$ cat config.mk
export PLATFORM = sky130hd
export DESIGN_NAME = peripheral_responder
export DESIGN_NICKNAME = d
export VERILOG_FILES = /design/src/rtl/peripheral_responder.sv
export SDC_FILE = /design/constraint.sdc
export NUM_CORES = 1
export LEC_CHECK = 0
export BUFFER_PORTS_ARGS = -buffer_cell sky130_fd_sc_hd__buf_2
export CAP_MARGIN = 20
export CELL_PAD_IN_SITES_DETAIL_PLACEMENT = 1
export CELL_PAD_IN_SITES_GLOBAL_PLACEMENT = 2
export CORE_MARGIN = 8
export CORE_UTILIZATION = 35
export CTS_CLUSTER_SIZE = 16
export DETAILED_ROUTE_END_ITERATION = 8
export PLACE_DENSITY = 0.81
export SLEW_MARGIN = 0
export SYNTH_ARGS = -nofsm -noshare
export SYNTH_HDL_FRONTEND = slang
export SYNTH_SLANG_ARGS = --single-unit
$ cat constraint.sdc
create_clock -name clk -period 5.8 [get_ports clk]
set_input_delay 0.87 -clock clk [delete_from_list [all_inputs] [get_ports clk]]
set_output_delay 0.87 -clock clk [all_outputs]
set_load 0.01 [all_outputs]
$ cat src/rtl/peripheral_responder.sv
// -----------------------------------------------------------------------------
// peripheral_responder
//
// Memory-mapped peripheral block in a 32-byte window at BASE_ADDR. It holds a
// reloading timer with an interrupt, an 8-bit LED register, a 12-bit
// seven-segment register and an optional free-running SYSTICK counter.
//
// Register map (word offsets, Address[4:2]):
//   0x00 TH      timer reload value
//   0x04 TL      timer count
//   0x08 TCON    {29'b0, status, irq_en, enable}
//   0x0C LED     8-bit LED register
//   0x10 DIGI    12-bit seven-segment register (11:8 anodes, 7:0 segments)
//   0x14 SYSTICK free-running counter (read-only); reads 0 when not built
//
// Build option: define PERIPH_SYSTICK_EN to include the SYSTICK counter.
//
// Ports:
//   clk        rising-edge clock
//   reset      asynchronous active-low reset
//   Address    CPU byte address
//   MemRead    read strobe
//   MemWrite   write strobe
//   Write_data store data
//   Read_data  combinational load data (0 unless MemRead and Hit)
//   Hit        combinational decode of a mapped, word-aligned register
//   Irq        timer interrupt request (status AND irq_en)
//   led        LED register
//   digi       seven-segment register
// -----------------------------------------------------------------------------
module peripheral_responder #(
  parameter logic [31:0] BASE_ADDR = 32'h4000_0000
) (
  input  logic        clk,
  input  logic        reset,
  input  logic [31:0] Address,
  input  logic        MemRead,
  input  logic        MemWrite,
  input  logic [31:0] Write_data,
  output logic [31:0] Read_data,
  output logic        Hit,
  output logic        Irq,
  output logic [7:0]  led,
  output logic [11:0] digi
);

  localparam logic [2:0] OFF_TH      = 3'd0;
  localparam logic [2:0] OFF_TL      = 3'd1;
  localparam logic [2:0] OFF_TCON    = 3'd2;
  localparam logic [2:0] OFF_LED     = 3'd3;
  localparam logic [2:0] OFF_DIGI    = 3'd4;
  localparam logic [2:0] OFF_SYSTICK = 3'd5;

  logic [31:0] th_q,   th_d;
  logic [31:0] tl_q,   tl_d;
  logic [2:0]  tcon_q, tcon_d;
  logic [7:0]  led_q,  led_d;
  logic [11:0] digi_q, digi_d;
  logic        irq_q,  irq_d;

  logic [2:0]  offset_s;
  logic        window_s;
  logic        wr_s;
  logic        reload_s;
  logic [31:0] systick_rd_s;

`ifdef PERIPH_SYSTICK_EN
  logic [31:0] systick_q, systick_d;

  // SYSTICK free-runs and wraps naturally; software writes are ignored.
  always_comb begin
    systick_d    = systick_q + 32'd1;
    systick_rd_s = systick_q;
  end

  // SYSTICK counter register.
  always_ff @(posedge clk or negedge reset) begin
    if (!reset) begin
      systick_q <= 32'h0;
    end else begin
      systick_q <= systick_d;
    end
  end
`else
  // No SYSTICK counter: the offset still decodes and reads as zero.
  always_comb begin
    systick_rd_s = 32'h0;
  end
`endif

  // Address decode: window match, word alignment and mapped offset range.
  always_comb begin
    offset_s = Address[4:2];
    window_s = (Address[31:5] == BASE_ADDR[31:5]) && (Address[1:0] == 2'b00);
    Hit      = window_s && (offset_s <= OFF_SYSTICK);
    wr_s     = MemWrite && Hit;
  end

  // Read mux; reflects current register values so a same-cycle write
  // returns the pre-write value.
  always_comb begin
    Read_data = 32'h0;
    if (MemRead && Hit) begin
      case (offset_s)
        OFF_TH:      Read_data = th_q;
        OFF_TL:      Read_data = tl_q;
        OFF_TCON:    Read_data = {29'h0, tcon_q};
        OFF_LED:     Read_data = {24'h0, led_q};
        OFF_DIGI:    Read_data = {20'h0, digi_q};
        OFF_SYSTICK: Read_data = systick_rd_s;
        default:     Read_data = 32'h0;
      endcase
    end else begin
      Read_data = 32'h0;
    end
  end

  // Next-state for timer, control and output registers.
  always_comb begin
    th_d     = th_q;
    tl_d     = tl_q;
    tcon_d   = tcon_q;
    led_d    = led_q;
    digi_d   = digi_q;
    reload_s = 1'b0;

    // Timer advance uses the current enable, so clearing enable via a write
    // still lets this edge count and stops from the next one.
    if (tcon_q[0]) begin
      if (tl_q == 32'hFFFF_FFFF) begin
        tl_d     = th_q;
        reload_s = 1'b1;
      end else begin
        tl_d = tl_q + 32'd1;
      end
    end else begin
      tl_d = tl_q;
    end

    if (wr_s) begin
      case (offset_s)
        OFF_TH:   th_d   = Write_data;
        OFF_TL: begin
          // CPU write wins over the timer; the overridden reload is dropped.
          tl_d     = Write_data;
          reload_s = 1'b0;
        end
        OFF_TCON: tcon_d = Write_data[2:0];
        OFF_LED:  led_d  = Write_data[7:0];
        OFF_DIGI: digi_d = Write_data[11:0];
        default:  th_d   = th_q;
      endcase
    end else begin
      th_d = th_q;
    end

    // Reload status set is applied last so it beats a same-cycle clear.
    if (reload_s && tcon_q[1]) begin
      tcon_d[2] = 1'b1;
    end else begin
      tcon_d[2] = tcon_d[2];
    end

    irq_d = tcon_d[2] & tcon_d[1];
  end

  // Register state.
  always_ff @(posedge clk or negedge reset) begin
    if (!reset) begin
      th_q   <= 32'h0;
      tl_q   <= 32'h0;
      tcon_q <= 3'h0;
      led_q  <= 8'h00;
      digi_q <= 12'h000;
      irq_q  <= 1'b0;
    end else begin
      th_q   <= th_d;
      tl_q   <= tl_d;
      tcon_q <= tcon_d;
      led_q  <= led_d;
      digi_q <= digi_d;
      irq_q  <= irq_d;
    end
  end

  assign Irq  = irq_q;
  assign led  = led_q;
  assign digi = digi_q;

endmodule
# [After elaboration in Yosys (flattened, before gate mapping)]
# Index checks and enable logic that the tools add are counted.
[totals] n_memories=0 output_inout_bits=54 wordCells=40 latchBits=0 reg_bits=88 mem_bits_rw=0 rom_bits=0 in_bits=68
[op_classes] multipliers=0 div=0 n_eq_ne=6 magnitude_cmp=1 n_addsub=1 shifts=0 n_mux=13 bitwise_logic=1 reduce_logical=11
[ops] operator="$mux 32" count=5
[ops] operator="$pmux 32 s5" count=1
[ops] operator="$add 32x1->32 const B" count=1
[ops] operator="$eq 32x32->1 const B" count=1
[ops] operator="$eq 27x26->1 const B" count=1
[ops] operator="$reduce_and 2->1" count=4
[ops] operator="$eq 3x2->1 const B" count=2
[ops] operator="$mux 3" count=2
[ops] operator="$logic_and 1x1->1" count=5
[ops] operator="$mux 1" count=5
[ops] operator="$eq 3x1->1 const B" count=1
[ops] operator="$eq 3x3->1 const B" count=1
[ops] operator="$le 3x3->1 const B" count=1
[ops] operator="$logic_not 3->1" count=1
[ops] operator="$logic_not 2->1" count=1
[ops] operator="$and 1x1->1" count=1

# [Logic depth before layout (Yosys ltp)]
[logic_depth] depth_word=8 mapped_depth=10 ltp_nobuf=7

# [Worst setup path before layout]
# No wires, ideal clock.
[synth_path] path_kind="input-to-output" from="input Address[4]" to="output Read_data[10]" path_slack_ns=2.551 path_buffers=3 required_ns=4.930 path_stages=8 arrival_time_ns=2.379 cell_sequence="buf_2 a211oi_1 and4_1 and2_1 buf_2 nand3_1 clkbuf_1 nor3_1"
[synth_via] elab_chain_cells=4 word_cells_on_any_way=10 classes_between="order compare (1); eq/ne (4); mux (2); reduce/logical (3)"
[synth_rtl] element="start, declared" line_no="36" rtl="input logic [31:0] Address,"
[synth_rtl] element="$le 3x3->1" line_no="95" rtl="Hit = window_s && (offset_s <= OFF_SYSTICK);"
[synth_rtl] element="$logic_and 1x1->1" line_no="95"
[synth_rtl] element="via Hit" line_no="41" rtl="output logic Hit,"
[synth_rtl] element="$logic_and 1x1->1" line_no="103" rtl="if (MemRead && Hit) begin"
[synth_rtl] element="$mux 32" line_no="103"
[synth_rtl] element="end, declared" line_no="40" rtl="output logic [31:0] Read_data,"
# The timed path passes the listed nets, and every way through them passes these cells.

# [Worst setup path after layout]
[layout_path] from="input Address[4]" to="output Read_data[25]"
[layout_via] elab_chain_cells=4 word_cells_on_any_way=10 classes_between="order compare (1); eq/ne (4); mux (2); reduce/logical (3)"
[layout_rtl] element="$le 3x3->1" line_no="95"
[layout_rtl] element="$logic_and 1x1->1" line_no="95"
[layout_rtl] element="$logic_and 1x1->1" line_no="103"
[layout_rtl] element="$mux 32 *" line_no="103"
# Every way passes the cells marked *; elsewhere a longest branch is shown, timed or not.

==> reports/metrics.cfg <==
[clock_tree]
cts_resized = 0
clock_path_buffers = 2
htreeDepth = 3
cts_tree = done
cts_root_buffer = clkbuf_16
post-cts-setup-buffer-count = 0
clk_latency_ns = 0.35
clkSlewWorstSetupHoldPaths_ns = 0.07
cts_sinks = 88
ctsHoldBuffers = 0
cts_buffers = 9

[worst_setup_path]
r2r-start = tl_q[2]
setup.worst_path.end_class = output pin
crit_start = Address[4]
cp_common_cell = buf_2
crit_arrival_ns = 3.06
cp_max_fo = 20
startpoint_type = input pin
worstPathCellList = buf_2 -> a211oi_1 -> and4_1 -> and2_1 -> nand3_1 -> buf_4 -> nor2_1 -> buf_2
cpMaxStageDelayCell = nand3_1
slowest_delay_ns = 0.45
required_ns = 4.93
critical_path_class = in -> out

[power]
peakVddDrop_mv = 0.121
finalPower_mw = 1.34
p_leak_nw = 2.99
powerDensity_nw_per_um2 = 213

[floorplanning]
die-area_um2 = 19000
ios = 122
start_util = 0.358
dieHeight_um = 138
core_area_um2 = 14500
chipWidth_um = 138
std_cell_rows = 44

[synth]
synth_fa_ha_area_frac = 0.00240
synthXorXnorAreaFrac = 0.0168
yosysUniqueCellTypes = 49
netlist.area_leader.share = 0.423
synth_area_leader_cell = dfrtp_1
syn-num-nets = 635
synth-compound-area-share = 0.162
synth_cells = 566
syn_area_per_cell_um2 = 9.20
ys_seq_area_frac = 0.423
synth_flop_cell = dfrtp_1
synthMostInstantiatedCell = dfrtp_1
synth_seq_cells = 88
netlist_area_um2 = 5210
synth_top_family_by_area = simple AND/OR/NAND/NOR gates
synth_edf_count = 0
yosys_warnings = 0
synthTopCellsByArea = dfrtp_1 42%, mux2_1 12%, nor2_1 4.8%, a22oi_1 3.9%, nand2_1 3.3%
async_flop_share = 1.00
muxShareOfSynthArea = 0.146
synth-simple-area-share = 0.210
synth.top_cells.by_count = 88 x dfrtp_1, 66 x nor2_1, 54 x mux2_1

[placed_design]
io_buffers = 121
pre_cts_ws_ns = 1.94
dp_hpwl_um = 13500
gp_congestion = 0.823

[status]
outcome = complete, no violations

[sta]
tightest_slew_ns = 0.913
finalSetupViolations = 0
hold_violations = 0
post-route-period-util = 0.677
report.final.slew_viol_count = 0
layout_setup_ws_ns = 1.87
slew_headroom = 0.391
finalSetupTns_ns = 0
layout_min_cycle_time_ns = 3.93
rsz0062_at_grt = no
finalClockSkew_ns = 0.00752
max_freq_ghz = 0.255

[grt]
met2_usage = 0.347
globalRouteOverflowTotal = 0
grt_antenna_before_repair = 0
grt-busiest-layer = met2
track_usage = 0.202
grtUsageMet3 = 0.0330
grt_pass1_vias = 5409
use_met1 = 0.253
grt_max_degree = 59
grt_pass1_wl_um = 29800

[routing]
drtIter0Drc = 274
route.detailed.drc = 0
drt_wl_total_um = 18600
drtPass1Iterations = 5
ant_nets = 0
vias = 4973
vias_per_cell = 5.81
wl_per_cell_um = 21.8

[job]
drv_cap = 0

[hold_path]
hold_path.class = in -> async

[layout]
drive_gt1_frac = 0.237
fin_nets = 736
syn_to_final_growth_pct = 20.7
nFillCells = 1730
diodes = 0

-- sequential cells by signal (all words and copies together) (netlist names) --
register	cells
Irq	1
digi	12
led	8
tcon_q	3
th_q	32
tl_q	32
-- through the flow --
step | util | hold slack, ns | cells | area (µm²)
global placement | 0.409 | 0.485 | 838 | 5940
finish | 0.433 | 0.456 | 856 | 6290
CTS | 0.432 | 0.463 | 855 | 6280
detailed placement | 0.409 | 0.503 | 839 | 5950
global route | 0.433 | 0.474 | 856 | 6290
floorplan | - | 0.473 | 566 | 5210
-- power by group --
group	total, mW	leakage (nW)	switching (mW)	internal, mW
sequential	0.614	1.11	0.00000590	0.614
clock	0.655	0.165	0.254	0.401
combinational	0.0696	1.71	0.0445	0.0250
total	1.34	2.99	0.299	1.04
-- worst max-delay path: cells and delay by family --
family | cells | cell delay, ns
simple gates | 4 | 1.06
buf+inv | 3 | 0.80
compound gates | 1 | 0.30
-- layer usage --
metal,vias to the layer above,wire (µm)
li1,2313,-
met1,2510,8210
met2,132,9330
met3,18,831
met4,0,268
met5,-,0
-- final cells by class --
type                            instances  area, µm²  share of cell area
Multi-Input combinational cell        429       2810               0.446
Sequential cell                        88       2200               0.350
Timing Repair Buffer                  133        696               0.111
Clock buffer                           11        253              0.0402
Tap cell                              184        230              0.0366
Clock inverter                          5       78.8              0.0125
Inverter                                6       22.5             0.00358
-- cell usage in the layout (no fill, tap or decap), types with 6 or more instances in the layout --
master / synthesis / layout
dfrtp_1: 88 / 88
and3_1: 8 / 8
mux2_1: 54 / 54
nand3_1: 28 / 28
buf_4: 2 / 12
a31oi_1: 21 / 21
inv_1: 6 / 6
o21ai_1: 7 / 7
a21o_1: 6 / 6
a22oi_1: 27 / 27
clkbuf_16: 0 / 9
o211ai_1: 6 / 6
mux2i_1: 12 / 12
nor2_1: 66 / 66
buf_2: 12 / 120
nor4_1: 17 / 17
o31ai_1: 9 / 9
a21oi_1: 33 / 33
xnor2_1: 7 / 7
nand2_1: 46 / 46
nand4_1: 13 / 13
nor3_1: 14 / 13
-- path summary, 6_finish.rpt --
path	to	slack, ns	cells past startpoint
min reg2reg	led[1]	0.52	1
max in group asynchronous	led[6]	4.22	2
min in group clk	led[1]	0.52	1
max reg2reg	tl_q[31]	2.90	6
min	th_q[16]	0.46	1
max	Read_data[25]	1.87	8
-- cells by family (layout without fill, tap and decap cells) --
group           Yosys count  count (layout)
buf+inv                  49             155
xor+xnor                 10              10
flops                    88              88
fa+ha+maj                 1               1
simple gates            220             220
compound gates          129             129
mux                      69              69
Power figures use the tool's default switching activity.
